<file path="config.mk">
export PLATFORM = sky130hd
export DESIGN_NAME = t05_cpu_sequencer_flat
export DESIGN_NICKNAME = d
export VERILOG_FILES = /design/src/rtl/t05_cpu_sequencer_pkg.sv /design/src/rtl/t05_cpu_sequencer_if.sv /design/src/rtl/t05_cpu_sequencer_watchdog.sv /design/src/rtl/t05_cpu_sequencer.sv /design/src/flat_wrapper.sv
export SDC_FILE = /design/constraint.sdc
export NUM_CORES = 1
export LEC_CHECK = 0
export CAP_MARGIN = 5
export CORE_ASPECT_RATIO = 1.2
export CORE_UTILIZATION = 35
export CTS_CLUSTER_DIAMETER = 120
export DETAILED_ROUTE_END_ITERATION = 10
export PLACE_DENSITY_LB_ADDON = 0.25
export SYNTH_ARGS = -nofsm -noshare
export SYNTH_HDL_FRONTEND = slang
export SYNTH_SLANG_ARGS = --single-unit
</file>
<file path="constraint.sdc">
create_clock -name clk -period 2.8 [get_ports clk]
set_input_delay 0.56 -clock clk [delete_from_list [all_inputs] [get_ports clk]]
set_output_delay 0.56 -clock clk [all_outputs]
set_load 0.01 [all_outputs]
</file>
<file path="src/rtl/t05_cpu_sequencer_pkg.sv">
// t05_cpu_pkg: shared types and constants for the team_05 multi-cycle sequencer.
//   state_t         - FSM state encoding (also exported on the debug port)
//   OP_*            - RV32I major opcodes the sequencer distinguishes
//   PC_STEP         - sequential PC increment
//   op_writes_rd()  - opcode produces a register-file write
//   op_known()      - opcode is handled by this core
package t05_cpu_pkg;

  typedef enum logic [2:0] {
    ST_FETCH     = 3'd0,
    ST_DECODE    = 3'd1,
    ST_EXECUTE   = 3'd2,
    ST_MEM       = 3'd3,
    ST_WRITEBACK = 3'd4,
    ST_HALT      = 3'd5
  } state_t;

  localparam logic [6:0] OP_R      = 7'b0110011;
  localparam logic [6:0] OP_IMM    = 7'b0010011;
  localparam logic [6:0] OP_LOAD   = 7'b0000011;
  localparam logic [6:0] OP_STORE  = 7'b0100011;
  localparam logic [6:0] OP_BRANCH = 7'b1100011;
  localparam logic [6:0] OP_JAL    = 7'b1101111;
  localparam logic [6:0] OP_JALR   = 7'b1100111;
  localparam logic [6:0] OP_LUI    = 7'b0110111;

  localparam logic [31:0] PC_STEP = 32'd4;

  function automatic logic op_writes_rd(input logic [6:0] op);
    return (op == OP_R) || (op == OP_IMM) || (op == OP_LOAD) ||
           (op == OP_JALR) || (op == OP_JAL) || (op == OP_LUI);
  endfunction

  function automatic logic op_known(input logic [6:0] op);
    return op_writes_rd(op) || (op == OP_STORE) || (op == OP_BRANCH);
  endfunction

endpackage

</file>
<file path="src/rtl/t05_cpu_sequencer_if.sv">
// t05_cpu_sequencer_if: request/ack memory port of the sequencer.
//   mem_read/mem_write - request strobes, held until mem_ack
//   mem_addr           - request address
//   mem_ack            - transaction complete; mem_rdata valid this cycle
//   mem_rdata          - read data
// master = sequencer side, slave = memory side.
interface t05_cpu_sequencer_if;
  logic        mem_read;
  logic        mem_write;
  logic [31:0] mem_addr;
  logic        mem_ack;
  logic [31:0] mem_rdata;

  modport master (output mem_read, mem_write, mem_addr, input mem_ack, mem_rdata);
  modport slave  (input mem_read, mem_write, mem_addr, output mem_ack, mem_rdata);
endinterface

</file>
<file path="src/rtl/t05_cpu_sequencer_watchdog.sv">
// t05_mem_watchdog: counts cycles a memory request waits for ack.
//   clk, nRst - clock, asynchronous active-low reset
//   clear     - zero the count (no request, or ack this cycle)
//   count_en  - request high without ack this cycle
//   expired   - this wait cycle is the MEM_TIMEOUT-th one without ack
module t05_mem_watchdog #(
  parameter int unsigned MEM_TIMEOUT = 255
) (
  input  logic clk,
  input  logic nRst,
  input  logic clear,
  input  logic count_en,
  output logic expired
);

  logic [15:0] r_count;

  always_ff @(posedge clk or negedge nRst) begin
    if (!nRst)         r_count <= '0;
    else if (clear)    r_count <= '0;
    else if (count_en) r_count <= r_count + 16'd1;
  end

  // r_count holds the number of earlier wait cycles, so the MEM_TIMEOUT-th
  // wait cycle is the one that sees MEM_TIMEOUT-1.
  assign expired = count_en && (r_count == 16'(MEM_TIMEOUT - 1));

endmodule

</file>
<file path="src/rtl/t05_cpu_sequencer.sv">
// t05_cpu_sequencer: multi-cycle FETCH/DECODE/EXECUTE/MEM/WRITEBACK sequencer.
//   clk, nRst        - clock, asynchronous active-low reset
//   en               - run enable, sampled in FETCH before a request is issued
//   mem_bus          - request/ack memory port (master)
//   opcode           - decoded opcode of IR
//   alu_result       - load/store address
//   branch_taken     - branch condition
//   jump_target      - branch/JAL/JALR target
//   instruction, pc  - IR and PC
//   load_data        - registered load result
//   reg_write        - register-file write strobe (WRITEBACK)
//   illegal_op       - unknown opcode pulse (WRITEBACK)
//   mem_fault        - sticky watchdog fault
//   state            - FSM state for debug
module t05_cpu_sequencer
  import t05_cpu_pkg::*;
#(
  parameter logic [31:0] RESET_PC    = 32'h0000_0000,
  parameter int unsigned MEM_TIMEOUT = 255
) (
  input  logic                        clk,
  input  logic                        nRst,
  input  logic                        en,
  t05_cpu_sequencer_if.master         mem_bus,
  input  logic [6:0]                  opcode,
  input  logic [31:0]                 alu_result,
  input  logic                        branch_taken,
  input  logic [31:0]                 jump_target,
  output logic [31:0]                 instruction,
  output logic [31:0]                 pc,
  output logic [31:0]                 load_data,
  output logic                        reg_write,
  output logic                        illegal_op,
  output logic                        mem_fault,
  output logic [2:0]                  state
);

  state_t      r_state, w_next_state;
  logic [31:0] r_pc, r_ir, r_load_data;
  logic        r_fetch_busy, r_fault;
  logic        w_mem_read, w_mem_write, w_req, w_ack, w_expired;
  logic        w_reg_write, w_illegal, w_take_jump;
  logic [31:0] w_mem_addr;

  assign w_ack       = mem_bus.mem_ack;
  assign w_req       = w_mem_read || w_mem_write;
  assign w_take_jump = (opcode == OP_JAL) || (opcode == OP_JALR) ||
                       ((opcode == OP_BRANCH) && branch_taken);

  t05_mem_watchdog #(.MEM_TIMEOUT(MEM_TIMEOUT)) u_watchdog (
    .clk      (clk),
    .nRst     (nRst),
    .clear    (!w_req || w_ack),
    .count_en (w_req && !w_ack),
    .expired  (w_expired)
  );

  always_ff @(posedge clk or negedge nRst) begin
    if (!nRst) r_state <= ST_FETCH;
    else       r_state <= w_next_state;
  end

  always_comb begin
    w_next_state = r_state;
    case (r_state)
      ST_FETCH: begin
        if (w_req) begin
          if (w_ack)          w_next_state = ST_DECODE;
          else if (w_expired) w_next_state = ST_HALT;
        end
      end
      ST_DECODE:  w_next_state = ST_EXECUTE;
      ST_EXECUTE: w_next_state = ((opcode == OP_LOAD) || (opcode == OP_STORE)) ? ST_MEM
                                                                               : ST_WRITEBACK;
      ST_MEM: begin
        if (!w_req || w_ack) w_next_state = ST_WRITEBACK;
        else if (w_expired)  w_next_state = ST_HALT;
      end
      ST_WRITEBACK: w_next_state = ST_FETCH;
      ST_HALT:      w_next_state = ST_HALT;
      default:      w_next_state = ST_HALT;
    endcase
  end

  always_comb begin
    w_mem_read  = 1'b0;
    w_mem_write = 1'b0;
    w_mem_addr  = r_pc;
    w_reg_write = 1'b0;
    w_illegal   = 1'b0;
    case (r_state)
      // Once a fetch request is out, r_fetch_busy keeps it up even if en drops.
      ST_FETCH: w_mem_read = en || r_fetch_busy;
      ST_MEM: begin
        w_mem_addr  = alu_result;
        w_mem_read  = (opcode == OP_LOAD);
        w_mem_write = (opcode == OP_STORE);
      end
      ST_WRITEBACK: begin
        w_reg_write = op_writes_rd(opcode);
        w_illegal   = !op_known(opcode);
      end
      default: ;
    endcase
    // Strobes fall with reset itself, not at the next edge.
    if (!nRst) begin
      w_mem_read  = 1'b0;
      w_mem_write = 1'b0;
      w_reg_write = 1'b0;
      w_illegal   = 1'b0;
    end
  end

  always_ff @(posedge clk or negedge nRst) begin
    if (!nRst) begin
      r_pc         <= RESET_PC;
      r_ir         <= '0;
      r_load_data  <= '0;
      r_fetch_busy <= 1'b0;
      r_fault      <= 1'b0;
    end else begin
      r_fetch_busy <= (r_state == ST_FETCH) && w_req && !w_ack && !w_expired;
      if ((r_state == ST_FETCH) && w_req && w_ack)
        r_ir <= mem_bus.mem_rdata;
      if ((r_state == ST_MEM) && w_mem_read && w_ack)
        r_load_data <= mem_bus.mem_rdata;
      if (r_state == ST_WRITEBACK)
        r_pc <= w_take_jump ? {jump_target[31:2], 2'b00} : r_pc + PC_STEP;
      if (w_req && !w_ack && w_expired)
        r_fault <= 1'b1;
    end
  end

  assign mem_bus.mem_read  = w_mem_read;
  assign mem_bus.mem_write = w_mem_write;
  assign mem_bus.mem_addr  = w_mem_addr;
  assign instruction       = r_ir;
  assign pc                = r_pc;
  assign load_data         = r_load_data;
  assign reg_write         = w_reg_write;
  assign illegal_op        = w_illegal;
  assign mem_fault         = r_fault;
  assign state             = r_state;

endmodule

</file>
<file path="src/flat_wrapper.sv">
// flat-port wrapper written by rule: the top's interface ports become plain ports
module t05_cpu_sequencer_flat import t05_cpu_pkg::*;
#(
  parameter logic [31:0] RESET_PC    = 32'h0000_0000,
  parameter int unsigned MEM_TIMEOUT = 255
)
  (clk, nRst, en, opcode, alu_result, branch_taken, jump_target, instruction, pc, load_data, reg_write, illegal_op, mem_fault, state, mem_bus_mem_read, mem_bus_mem_write, mem_bus_mem_addr, mem_bus_mem_ack, mem_bus_mem_rdata);
  t05_cpu_sequencer_if mem_bus_i ();
  input  logic clk;
  input  logic nRst;
  input  logic en;
  input  logic [6:0] opcode;
  input  logic [31:0] alu_result;
  input  logic branch_taken;
  input  logic [31:0] jump_target;
  output logic [31:0] instruction;
  output logic [31:0] pc;
  output logic [31:0] load_data;
  output logic reg_write;
  output logic illegal_op;
  output logic mem_fault;
  output logic [2:0] state;
  output wire logic [$bits(mem_bus_i.mem_read)-1:0] mem_bus_mem_read;
  output wire logic [$bits(mem_bus_i.mem_write)-1:0] mem_bus_mem_write;
  output wire logic [$bits(mem_bus_i.mem_addr)-1:0] mem_bus_mem_addr;
  input wire logic [$bits(mem_bus_i.mem_ack)-1:0] mem_bus_mem_ack;
  input wire logic [$bits(mem_bus_i.mem_rdata)-1:0] mem_bus_mem_rdata;
  assign mem_bus_mem_read = mem_bus_i.mem_read;
  assign mem_bus_mem_write = mem_bus_i.mem_write;
  assign mem_bus_mem_addr = mem_bus_i.mem_addr;
  assign mem_bus_i.mem_ack = mem_bus_mem_ack;
  assign mem_bus_i.mem_rdata = mem_bus_mem_rdata;
  t05_cpu_sequencer #(.RESET_PC(RESET_PC), .MEM_TIMEOUT(MEM_TIMEOUT)) u_core (.clk(clk), .nRst(nRst), .en(en), .mem_bus(mem_bus_i), .opcode(opcode), .alu_result(alu_result), .branch_taken(branch_taken), .jump_target(jump_target), .instruction(instruction), .pc(pc), .load_data(load_data), .reg_write(reg_write), .illegal_op(illegal_op), .mem_fault(mem_fault), .state(state));
endmodule
</file>
==> flow_summary.json <==
{
  "vdd_drop_max_mv": 0.391,
  "cp-end-kind": "output pin",
  "die-height_um": 144,
  "drtIter0Drc": 290,
  "finalCritPeriodShare": 0.983,
  "synth_top_cell_area_share": 0.490,
  "pwr-share-comb": 0.056,
  "syn_inst": 545,
  "antenna_found_initial": 0,
  "synth_area_mm2": 0.00587,
  "relSlewSlack": 0.436,
  "grt_overflow": 0,
  "finalCriticalPeriod_ns": 2.75,
  "wl_mm": 17.8,
  "grt_pass1_vias": 5358,
  "wire_per_inst_um": 17.4,
  "drv_slew": 0,
  "start_util": 0.360,
  "hold_class": "primary input to asynchronous set/reset pin",
  "drt_pass1_iterations": 4,
  "gp_congestion": 0.828,
  "drc_errors": 0,
  "regArea_mm2": 0.00288,
  "start_kind": "primary input",
  "multi_input_area_mm2": 0.00280,
  "worstPathMaxFanout": 3,
  "vias_per_cell": 5.29,
  "clkTransAtPathRegs_ns": 0.06,
  "coreArea_mm2": 0.0163,
  "fill_cells": 1399,
  "drive_gt1_frac": 0.206,
  "cts_setup_buffers": 0,
  "status": "finished clean",
  "drv_cap": 0,
  "maxClockFrequency_ghz": 0.363,
  "synth_area_per_cell_um2": 10.8,
  "track_usage": 0.208,
  "cts_buffer_depth": 2,
  "cts_buffers": 17,
  "p_seq_frac": 0.403,
  "nNetsFinal": 912,
  "clock_latency_ns": 0.41,
  "syn2layout_area_growth_pct": 58.0,
  "hold_viol_final": 0,
  "hpwlAfterDp_mm": 12.7,
  "synth_top_area_cell": "dfrtp_1",
  "cts_tree": "yes",
  "internal-power_mw": 3.24,
  "ys_ff_latch": 115,
  "synthArstFlopShare": 1.00,
  "grt_pass1_wl_mm": 28.1,
  "power_density_mw_per_mm2": 445,
  "grt_max_degree": 70,
  "p_leak_nw": 3.99,
  "rsz0062_at_grt": "false",
  "setup_violations": 0,
  "power_switching_uw": 884,
  "worst_pin_slew_ns": 0.846,
  "setup-tns-final_ns": 0,
  "die_x_um": 120,
  "ys_types": 57,
  "root_buffer": "clkbuf_16",
  "yosysWarnings": 0,
  "pwr-share-clk": 0.541,
  "vias": 5423,
  "synth_edf_count": 0,
  "final.setup_skew_ns": 0.00748,
  "cp_data_arrival_time_ns": 2.19,
  "num_rows": 51,
  "die-area_mm2": 0.0173,
  "r2r_cells": 6,
  "utilization": 0.568,
  "cts_max_level": 4,
  "power.share.switching": 0.214,
  "io-pin-count": 244,
  "path_class": "primary input to output pin",
  "ys_top_cells_by_area": "dfrtp_1 49%, mux2_2 17%, a21oi_1 3.2%",
  "port_buffers": 239,
  "cts.sinks": 115,
  "ys.flop_type": "dfrtp_1",
  "cp.required_ns": 2.24,
  "ant_nets": 0,
  "seq_area_frac_synth": 0.490,
  "diodes": 0
}
[worst paths after layout]
check	startpoint	endpoint	slack [ns]
setup / recovery	opcode[2]	mem_bus_mem_read	0.05
hold / removal	nRst	u_core.u_watchdog.r_count[14]	0.15
setup reg to reg	u_core.state[2]	u_core.load_data[31]	0.46
hold reg to reg	u_core.mem_fault	u_core.mem_fault	0.49
max in group asynchronous	nRst	u_core.pc[27]	1.50
min in group clk	u_core.mem_fault	u_core.mem_fault	0.49
[per-layer routing]
layer  share of wire  track usage  up-vias
met1            0.41        0.253     2677
met5               0            0        -
met2            0.52        0.364      206
li1                -            -     2524
met4           0.011       0.0611        0
met3           0.060       0.0488       16
[layout make-up]
class | count | share of cell area
timing repair buffer | 271 | 0.288
clock inverter | 14 | 0.0191
clock buffer | 18 | 0.0473
inverter | 11 | 0.00445
tap | 212 | 0.0286
multi-input combinational | 385 | 0.302
sequential | 115 | 0.310
[timing repair]
item	in CTS	in global routing
endpoints found under the setup margin	33	19
gates resized for setup	45	4
pin swaps	2	4
cloned	1	0
hold buffers	0	0
[state kept, by name, summed over array words and instances (netlist names)]
register                   count
u_core.instruction            32
u_core.load_data              32
u_core.mem_fault               1
u_core.pc                     30
u_core.r_fetch_busy            1
u_core.state                   3
u_core.u_watchdog.r_count     16
[power groups by stage]
stage	combinational, mW	clock [mW]	sequential, mW
after floorplan	0.0209	0	1.69
after global placement	0.227	0	1.69
after detailed placement	0.230	0	1.69
after CTS	0.233	2.27	1.66
after global routing	0.251	2.37	1.66
final	0.231	2.23	1.66
[synthesized netlist by cell type (2+ instances only)]
| master | number |
|---|---|
| mux2_2 | 88 |
| clkbuf_1 | 22 |
| a31oi_1 | 2 |
| xnor2_1 | 3 |
| a21oi_1 | 38 |
| a22oi_1 | 2 |
| nand2b_1 | 2 |
| inv_1 | 11 |
| o31ai_1 | 2 |
| o22ai_1 | 15 |
| and4_1 | 5 |
| nor2b_1 | 3 |
| nor4_1 | 4 |
| buf_4 | 2 |
| o21ai_0 | 18 |
| buf_2 | 2 |
| and3_1 | 10 |
| and4b_1 | 3 |
| mux2_1 | 6 |
| a2bb2oi_1 | 10 |
| nand4_1 | 15 |
| nor2_1 | 29 |
| buf_1 | 3 |
| o211ai_1 | 2 |
| o311ai_0 | 2 |
| xor2_1 | 9 |
| o211a_1 | 2 |
| o21a_1 | 2 |
| nand2_1 | 30 |
| or3_1 | 4 |
| ha_1 | 3 |
| nand3_1 | 32 |
| dfrtp_1 | 115 |
| buf_6 | 6 |
| a21o_1 | 2 |
| nor3_1 | 20 |
[kinds of logic (layout without fill, tap and decap cells)]
family / after synthesis / in the layout / share of synthesized area
adder cells (fa/ha/maj): 3 / 3 / 0.00639
multiplexers: 95 / 95 / 0.182
buffers and inverters: 46 / 314 / 0.0388
XOR/XNOR: 12 / 12 / 0.0179
other: 1 / 2 / 0.000639
AO/OA/AOI/OAI: 107 / 107 / 0.115
AND/OR/NAND/NOR: 166 / 166 / 0.150
flip-flops: 115 / 115 / 0.490
[cells in the final DEF, fill, tap and decap left out, types with 4 or more instances in the layout]
master / n
a21oi_1: 37
a2bb2oi_1: 10
and3_1: 10
and4_1: 5
buf_12: 5
buf_4: 27
clkbuf_16: 17
clkdlybuf4s50_1: 204
clkinvlp_4: 4
dfrtp_1: 115
dlygate4sd2_1: 31
inv_1: 9
mux2_1: 6
mux2_2: 88
nand2_1: 30
nand3_1: 32
nand4_1: 15
nor2_1: 29
nor3_1: 18
nor4_1: 4
o21ai_0: 17
o22ai_1: 15
xor2_1: 9
[critical path: stages]
cell and delay (ns):
clkdlybuf4s50_1 0.43, or3_4 0.40, or4b_4 0.51, o21ai_1 0.13
buf_2 0.15
[metrics by stage]
stage          total power [mW]  setup WS, ns  hold slack, ns  std cells  instance area, um2
3_5_place_dp               1.92        -0.515           0.465        993                8640
3_3_place_gp               1.92        -0.573           0.455        993                8640
6_report                   4.13        0.0484           0.149       1026                9280
4_1_cts                    4.17       0.00573           0.140       1026                9280
2_1_floorplan              1.72         0.268           0.264        546                5880
5_1_grt                    4.28      0.000748           0.160       1026                9280
No activity file was read; power rests on OpenSTA's default activity.
